$ cat src/rtl/btn_input_stage_if.sv
// Button pad inputs, character tick and conditioned outputs of btn_input_stage.
// The stage drives results through slave; the pad/timing side uses master.
interface btn_input_stage_if #(
   parameter int unsigned CHARGE_WIDTH = 8
);
   logic                    left_btn;
   logic                    right_btn;
   logic                    jump_btn;
   logic                    tick;
   logic                    left_level;
   logic                    right_level;
   logic                    jump_level;
   logic                    left_rise;
   logic                    right_rise;
   logic                    jump_rise;
   logic [1:0]              dir;
   logic                    charge_active;
   logic [CHARGE_WIDTH-1:0] jump_charge;
   logic                    jump_release;

   modport master (
      output left_btn, right_btn, jump_btn, tick,
      input  left_level, right_level, jump_level,
      input  left_rise, right_rise, jump_rise,
      input  dir, charge_active, jump_charge, jump_release
   );

   modport slave (
      input  left_btn, right_btn, jump_btn, tick,
      output left_level, right_level, jump_level,
      output left_rise, right_rise, jump_rise,
      output dir, charge_active, jump_charge, jump_release
   );
endinterface

$ cat src/rtl/btn_input_stage.sv
// Sync, debounce and edge-detect three buttons, plus a jump-charge tracker.
// Define BTN_AUTO_REPEAT_EN for tick-based auto-repeat of left/right rises.
module btn_input_stage #(
   parameter int unsigned DEBOUNCE_CYCLES = 1000000,
   parameter int unsigned DB_CNT_WIDTH    = 20,
   parameter int unsigned CHARGE_WIDTH    = 8,
   parameter int unsigned CHARGE_MAX      = 60,
   parameter int unsigned REPEAT_TICKS    = 8
) (
   input logic              sys_clk,
   input logic              sys_rst_n,
   btn_input_stage_if.slave btn
);
   typedef enum logic [1:0] {IDLE, CHARGING, RELEASE} state_t;

   localparam logic [DB_CNT_WIDTH-1:0] DB_LAST =
      DB_CNT_WIDTH'(DEBOUNCE_CYCLES - 1);
   localparam logic [CHARGE_WIDTH-1:0] CH_MAX = CHARGE_WIDTH'(CHARGE_MAX);

   if (DEBOUNCE_CYCLES < 2) begin : g_chk_db
      $error("DEBOUNCE_CYCLES must be at least 2");
   end
   if ((64'd1 << DB_CNT_WIDTH) <= 64'(DEBOUNCE_CYCLES)) begin : g_chk_dbw
      $error("DB_CNT_WIDTH too narrow for DEBOUNCE_CYCLES");
   end
   if ((64'd1 << CHARGE_WIDTH) <= 64'(CHARGE_MAX)) begin : g_chk_ch
      $error("CHARGE_MAX does not fit CHARGE_WIDTH");
   end
   if (REPEAT_TICKS < 1) begin : g_chk_rep
      $error("REPEAT_TICKS must be at least 1");
   end

   logic [2:0]              raw;
   logic [2:0]              meta;
   logic [2:0]              sync;
   logic [2:0]              stab;
   logic [2:0]              stab_d;
   logic [2:0]              edge_r;
   logic [2:0]              rise;
   logic [DB_CNT_WIDTH-1:0] db_cnt [3];

   assign raw = {btn.jump_btn, btn.right_btn, btn.left_btn};

   // Bit order everywhere: 0 = left, 1 = right, 2 = jump.
   always_ff @(posedge sys_clk or negedge sys_rst_n) begin
      if (!sys_rst_n) begin
         meta   <= '0;
         sync   <= '0;
         stab   <= '0;
         stab_d <= '0;
         for (int i = 0; i < 3; i++) db_cnt[i] <= '0;
      end else begin
         meta   <= raw;
         sync   <= meta;
         stab_d <= stab;
         for (int i = 0; i < 3; i++) begin
            if (sync[i] == stab[i]) begin
               db_cnt[i] <= '0;
            end else if (db_cnt[i] == DB_LAST) begin
               stab[i]   <= sync[i];
               db_cnt[i] <= '0;
            end else begin
               db_cnt[i] <= db_cnt[i] + DB_CNT_WIDTH'(1);
            end
         end
      end
   end

   assign edge_r = stab & ~stab_d;

`ifdef BTN_AUTO_REPEAT_EN
   localparam int unsigned RW = $clog2(REPEAT_TICKS + 1);
   localparam logic [RW-1:0] REP_LAST = RW'(REPEAT_TICKS - 1);

   logic [RW-1:0] rep_cnt [2];
   logic [1:0]    rep_hit;
   logic [1:0]    held;

   // Only ticks after the initial edge cycle count towards a repeat.
   assign held = stab[1:0] & stab_d[1:0];

   always_comb begin
      rep_hit = '0;
      for (int i = 0; i < 2; i++) begin
         rep_hit[i] = held[i] & btn.tick & (rep_cnt[i] == REP_LAST);
      end
   end

   always_ff @(posedge sys_clk or negedge sys_rst_n) begin
      if (!sys_rst_n) begin
         for (int i = 0; i < 2; i++) rep_cnt[i] <= '0;
      end else begin
         for (int i = 0; i < 2; i++) begin
            if (!held[i]) begin
               rep_cnt[i] <= '0;
            end else if (btn.tick) begin
               if (rep_cnt[i] == REP_LAST) rep_cnt[i] <= '0;
               else rep_cnt[i] <= rep_cnt[i] + RW'(1);
            end
         end
      end
   end

   assign rise = {edge_r[2], edge_r[1:0] | rep_hit};
`else
   assign rise = edge_r;
`endif

   state_t                  state;
   state_t                  state_nx;
   logic [CHARGE_WIDTH-1:0] charge;
   logic [CHARGE_WIDTH-1:0] charge_nx;
   logic                    release_p;

   always_ff @(posedge sys_clk or negedge sys_rst_n) begin
      if (!sys_rst_n) begin
         state  <= IDLE;
         charge <= '0;
      end else begin
         state  <= state_nx;
         charge <= charge_nx;
      end
   end

   // Release beats a coincident tick so the reported charge is final.
   always_comb begin
      state_nx  = state;
      charge_nx = charge;
      release_p = 1'b0;
      unique case (state)
         IDLE: begin
            if (edge_r[2]) begin
               state_nx  = CHARGING;
               charge_nx = '0;
            end
         end
         CHARGING: begin
            if (!stab[2]) begin
               state_nx  = RELEASE;
               release_p = 1'b1;
            end else if (btn.tick && (charge < CH_MAX)) begin
               charge_nx = charge + CHARGE_WIDTH'(1);
            end
         end
         RELEASE: state_nx = IDLE;
         default: state_nx = IDLE;
      endcase
   end

   assign btn.left_level    = stab[0];
   assign btn.right_level   = stab[1];
   assign btn.jump_level    = stab[2];
   assign btn.left_rise     = rise[0];
   assign btn.right_rise    = rise[1];
   assign btn.jump_rise     = rise[2];
   assign btn.dir           = {stab[1] & ~stab[0], stab[0] & ~stab[1]};
   assign btn.charge_active = (state == CHARGING);
   assign btn.jump_charge   = charge;
   assign btn.jump_release  = release_p;
endmodule

$ cat src/flat_wrapper.sv
// flat-port wrapper written by rule: the top's interface ports become plain ports
module btn_input_stage_flat 
#(
   parameter int unsigned DEBOUNCE_CYCLES = 1000000,
   parameter int unsigned DB_CNT_WIDTH    = 20,
   parameter int unsigned CHARGE_WIDTH    = 8,
   parameter int unsigned CHARGE_MAX      = 60,
   parameter int unsigned REPEAT_TICKS    = 8
)
  (sys_clk, sys_rst_n, btn_left_btn, btn_right_btn, btn_jump_btn, btn_tick, btn_left_level, btn_right_level, btn_jump_level, btn_left_rise, btn_right_rise, btn_jump_rise, btn_dir, btn_charge_active, btn_jump_charge, btn_jump_release);
  btn_input_stage_if #(.CHARGE_WIDTH(CHARGE_WIDTH)) btn_i ();
  input logic sys_clk;
  input logic sys_rst_n;
  input wire logic [$bits(btn_i.left_btn)-1:0] btn_left_btn;
  input wire logic [$bits(btn_i.right_btn)-1:0] btn_right_btn;
  input wire logic [$bits(btn_i.jump_btn)-1:0] btn_jump_btn;
  input wire logic [$bits(btn_i.tick)-1:0] btn_tick;
  output wire logic [$bits(btn_i.left_level)-1:0] btn_left_level;
  output wire logic [$bits(btn_i.right_level)-1:0] btn_right_level;
  output wire logic [$bits(btn_i.jump_level)-1:0] btn_jump_level;
  output wire logic [$bits(btn_i.left_rise)-1:0] btn_left_rise;
  output wire logic [$bits(btn_i.right_rise)-1:0] btn_right_rise;
  output wire logic [$bits(btn_i.jump_rise)-1:0] btn_jump_rise;
  output wire logic [$bits(btn_i.dir)-1:0] btn_dir;
  output wire logic [$bits(btn_i.charge_active)-1:0] btn_charge_active;
  output wire logic [$bits(btn_i.jump_charge)-1:0] btn_jump_charge;
  output wire logic [$bits(btn_i.jump_release)-1:0] btn_jump_release;
  assign btn_i.left_btn = btn_left_btn;
  assign btn_i.right_btn = btn_right_btn;
  assign btn_i.jump_btn = btn_jump_btn;
  assign btn_i.tick = btn_tick;
  assign btn_left_level = btn_i.left_level;
  assign btn_right_level = btn_i.right_level;
  assign btn_jump_level = btn_i.jump_level;
  assign btn_left_rise = btn_i.left_rise;
  assign btn_right_rise = btn_i.right_rise;
  assign btn_jump_rise = btn_i.jump_rise;
  assign btn_dir = btn_i.dir;
  assign btn_charge_active = btn_i.charge_active;
  assign btn_jump_charge = btn_i.jump_charge;
  assign btn_jump_release = btn_i.jump_release;
  btn_input_stage #(.DEBOUNCE_CYCLES(DEBOUNCE_CYCLES), .DB_CNT_WIDTH(DB_CNT_WIDTH), .CHARGE_WIDTH(CHARGE_WIDTH), .CHARGE_MAX(CHARGE_MAX), .REPEAT_TICKS(REPEAT_TICKS)) u_core (.sys_clk(sys_clk), .sys_rst_n(sys_rst_n), .btn(btn_i));
endmodule
$ cat config.mk
export PLATFORM = sky130hd
export DESIGN_NAME = btn_input_stage_flat
export DESIGN_NICKNAME = d
export VERILOG_FILES = /design/src/rtl/btn_input_stage_if.sv /design/src/rtl/btn_input_stage.sv /design/src/flat_wrapper.sv
export SDC_FILE = /design/constraint.sdc
export NUM_CORES = 1
export LEC_CHECK = 0
export CAP_MARGIN = 20
export CORE_UTILIZATION = 35
export CTS_CLUSTER_SIZE = 24
export DETAILED_ROUTE_END_ITERATION = 7
export HOLD_SLACK_MARGIN = 0.05
export SLEW_MARGIN = 0
export SYNTH_ARGS = -nofsm -noshare
export SYNTH_HDL_FRONTEND = slang
export SYNTH_SLANG_ARGS = --single-unit
export TNS_END_PERCENT = 1
$ cat constraint.sdc
create_clock -name sys_clk -period 3.8 [get_ports sys_clk]
set_input_delay 0.76 -clock sys_clk [delete_from_list [all_inputs] [get_ports sys_clk]]
set_output_delay 0.76 -clock sys_clk [all_outputs]
set_load 0.02 [all_outputs]
==> flow_summary.json <==
{
  "pwr-share-seq_pct": 51.5,
  "comb_power_share_pct": 3.2,
  "wl_final_mm": 7.409,
  "min_period_ns": 2.528,
  "antenna_cells_inserted": 0,
  "fin_util_pct": 43.06,
  "postCtsSetupRepairBufs": 0,
  "worstSkewPairLatency_ns": 0.37,
  "port_buffers": 23,
  "slew_headroom_pct": 41.33,
  "groute.usage.overall_pct": 14.71,
  "synth.lib_cells_used.distinct": 37,
  "placementRows": 37,
  "leakagePower_nw": 1.843,
  "wire_per_inst_um": 13.47,
  "drive_gt1_share_pct": 7.488,
  "synth-warning-count": 0,
  "crit_slowest_cell": "sky130_fd_sc_hd__clkdlybuf4s50_1",
  "timing.critical_path.arrival_ns": 1.77,
  "start_util_pct": 36.69,
  "drt_drc_violations_left": 0,
  "seq_area_frac_synth_pct": 53.21,
  "timing_worst_slew_pin_value_ns": 0.8678,
  "cts_made_buffers": 9,
  "grt_max_degree": 83,
  "critical_path_peak_fanout": 6,
  "maxSlewViolCount": 0,
  "clk_pin_slew_worst_paths_ns": 0.09,
  "hpwlAfterDp_mm": 5.060,
  "cpPeakStageDelay_ns": 0.63,
  "ant_nets": 0,
  "dieWidth_um": 107.0,
  "count_of_routing_violations_after_the_opening_detailed_route_iteration": 151,
  "boundaryPins": 24,
  "layout-area-overhead-vs-synth_pct": 17.36,
  "layout.cells.most_common_list": "sky130_fd_sc_hd__dfrtp_1, sky130_fd_sc_hd__nor2_1, sky130_fd_sc_hd__nand3_1, sky130_fd_sc_hd__clkdlybuf4s50_1, sky130_fd_sc_hd__nand2_1",
  "fin_tns_setup_ns": 0,
  "mostFrequentLayoutCell": "sky130_fd_sc_hd__dfrtp_1",
  "final_hold_viol_count": 0,
  "gpl.final_weighted_congestion": 0.8069,
  "net_switching_component_of_the_power_w": 0.0003781,
  "finalClockSkew_ns": 0.01876,
  "routed-via-count": 2935,
  "unrepaired_setup_endpoints_after_global_routing": "false",
  "fin_crit_sh_pct": 66.53,
  "drt-pass1-iter-count": 5,
  "clock_sink_count": 82,
  "power.ir.vdd_worst_mv": 0.1479,
  "endpoint_kind": "output port",
  "power_per_cell_area_nw_per_um2": 383.4,
  "nNetsFinal": 419,
  "worst_r2r_path_depth": 6,
  "number_of_global_route_vias_before_repair": 2900,
  "clock_tree.htree_level_count": 3,
  "netlist_area_um2": 3856,
  "hp-class": "in -> async",
  "critical_path_buf_inv_count": 1,
  "clock_tree.root_cell": "sky130_fd_sc_hd__clkbuf_8",
  "power.internal_w": 0.001357,
  "tritoncts": "done",
  "postCtsResizedCells": 0,
  "fp.dieH_um": 107.0,
  "reg2reg_launch_point": "u_core.db_cnt[20]$_DFF_PN0_",
  "max_cap_violations": 0,
  "swShare_pct": 21.79,
  "run_status": "complete, no violations",
  "critical_path.cell_chain": "nand2b_1, nor2_1, clkdlybuf4s50_1",
  "floorplan.die_area_um2": 11440,
  "critical_path_required_ns": 3.04,
  "antenna_found_initial": 0,
  "drt-vias-per-instance": 5.336,
  "maximum_clock_path_buffer_count": 2,
  "portion_of_total_power_attributed_to_the_clock_network_pct": 45.3,
  "first_pass_grt_wire_length_mm": 13.14,
  "critical-path-top-delay-family": "buffers and inverters",
  "timing.fmax_mhz": 395.5,
  "crit_path_start_kind": "flip-flop",
  "holdBufCountCts": 0,
  "overflow": 0,
  "synth.net_count": 392,
  "finalSetupViolations": 0,
  "syn_avg_cell_area_um2": 10.09,
  "ys_ff_latch": 82,
  "rrSetupSlack_ns": 1.58,
  "critical_setup_path_class": "reg -> out",
  "crit-reg2reg-capture": "u_core.db_cnt[23]$_DFF_PN0_",
  "core_um2": 10510,
  "post_synth_inst_count": 382
}
==> per-stage QoR <==
stage / setup WS [ns] / area (um2) / std cells / hold WS (ns) / power (W)
2_1_floorplan: 1.817 / 3856 / 382 / 0.3312 / 0.0009325
3_3_place_gp: 1.595 / 4249 / 533 / 0.3347 / 0.0009644
3_5_place_dp: 1.566 / 4249 / 533 / 0.3355 / 0.0009644
4_1_cts: 1.238 / 4498 / 549 / 0.3448 / 0.001755
5_1_grt: 1.190 / 4526 / 550 / 0.2057 / 0.001803
6_report: 1.272 / 4526 / 550 / 0.2224 / 0.001735
==> worst register-to-register path, stage by stage, from the launching register on <==
cell,delay (ns)
sky130_fd_sc_hd__dfrtp_1,0.41
sky130_fd_sc_hd__ha_1,0.24
sky130_fd_sc_hd__and4_1,0.27
sky130_fd_sc_hd__nand2_1,0.13
sky130_fd_sc_hd__o31ai_2,0.71
sky130_fd_sc_hd__buf_4,0.30
sky130_fd_sc_hd__nor2_1,0.06
==> power by group through the flow <==
| stage | clock network, W | logic, W | registers [W] |
|---|---|---|---|
| after detailed placement | 0 | 0.0000537 | 0.000911 |
| after global placement | 0 | 0.0000541 | 0.000910 |
| after floorplan | 0 | 0.0000239 | 0.000909 |
| after global routing | 0.000843 | 0.0000646 | 0.000895 |
| after CTS | 0.000808 | 0.0000540 | 0.000893 |
| final | 0.000786 | 0.0000553 | 0.000893 |
==> layout make-up <==
cell class	instances	area, um2
Inverter	10	37.54
Multi-Input combinational cell	279	1739
Clock inverter	6	111.4
Timing Repair Buffer	27	277.8
Tap cell	136	170.2
Clock buffer	10	137.6
Sequential cell	82	2052
Fill cell	1003	5983
==> state kept, by name (all words and copies together) (netlist names) <==
register	cells
u_core.db_cnt	60
u_core.btn.jump_charge	8
u_core.meta	3
u_core.stab	3
u_core.stab_d	3
u_core.sync	3
u_core.state	2
==> metal layers <==
metal / global-route usage [%] / part of all wire (%)
met1: 18.13 / 48
met2: 22.58 / 45
met3: 4.681 / 4.2
met4: 8.611 / 2.7
met5: 0 / 0
==> cells in the mapped netlist <==
library cell	number	area share, %
sky130_fd_sc_hd__or2_0	1	0.16
sky130_fd_sc_hd__inv_1	10	0.97
sky130_fd_sc_hd__and4_1	6	1.4
sky130_fd_sc_hd__xnor2_1	19	4.3
sky130_fd_sc_hd__or4_1	10	1.9
sky130_fd_sc_hd__nand3_1	22	2.9
sky130_fd_sc_hd__nor3_1	9	1.2
sky130_fd_sc_hd__nand3b_1	1	0.19
sky130_fd_sc_hd__dfrtp_1	82	53
sky130_fd_sc_hd__nor2b_1	8	1.3
sky130_fd_sc_hd__mux2i_1	1	0.26
sky130_fd_sc_hd__nand2b_1	4	0.65
sky130_fd_sc_hd__nand4b_1	1	0.23
sky130_fd_sc_hd__ha_1	4	1.3
sky130_fd_sc_hd__mux2_2	4	1.2
sky130_fd_sc_hd__nand4_1	18	2.9
sky130_fd_sc_hd__nor2_1	50	4.9
sky130_fd_sc_hd__a22o_1	2	0.45
sky130_fd_sc_hd__nor4b_1	3	0.68
sky130_fd_sc_hd__o21ai_0	11	1.4
sky130_fd_sc_hd__clkbuf_1	10	0.97
sky130_fd_sc_hd__nand4_4	1	0.55
sky130_fd_sc_hd__nand4bb_1	1	0.29
sky130_fd_sc_hd__and2_1	4	0.65
sky130_fd_sc_hd__and3_1	3	0.49
sky130_fd_sc_hd__xor2_1	20	4.5
sky130_fd_sc_hd__a21o_1	1	0.19
sky130_fd_sc_hd__o31ai_1	11	2.1
sky130_fd_sc_hd__and3_2	1	0.19
sky130_fd_sc_hd__nor3b_1	1	0.19
sky130_fd_sc_hd__a31o_2	1	0.23
sky130_fd_sc_hd__buf_2	1	0.13
sky130_fd_sc_hd__nor4_1	10	1.6
sky130_fd_sc_hd__a21oi_1	19	2.5
sky130_fd_sc_hd__nand2_1	21	2.0
sky130_fd_sc_hd__or3_1	10	1.6
sky130_fd_sc_hd__a41oi_1	1	0.23
==> worst max-delay path by stage <==
stage | from | end | slack, ns | depth (start not counted)
after CTS | u_core.state[1]$_DFFE_PN0P_ | btn_jump_release | 1.24 | 3
after floorplan | u_core.db_cnt[0]$_DFF_PN0_ | u_core.db_cnt[18]$_DFF_PN0_ | 1.82 | 6
after global placement | u_core.db_cnt[20]$_DFF_PN0_ | u_core.db_cnt[26]$_DFF_PN0_ | 1.59 | 6
final | u_core.state[1]$_DFFE_PN0P_ | btn_jump_release | 1.27 | 3
after global routing | u_core.state[1]$_DFFE_PN0P_ | btn_jump_release | 1.19 | 3
after detailed placement | btn_tick | u_core.btn.jump_charge[0]$_DFFE_PN0P_ | 1.57 | 5
==> cells by family after synthesis <==
group,share of synthesized area [%]
AOI/OAI and AO/OA,7.138
buffers and inverters,2.077
muxes,1.428
xor gates and xnor gates,8.858
and+or+nand+nor,25.99
DFF,53.21
adders and majority gates,1.298
No activity file was read; power rests on OpenSTA's default activity.
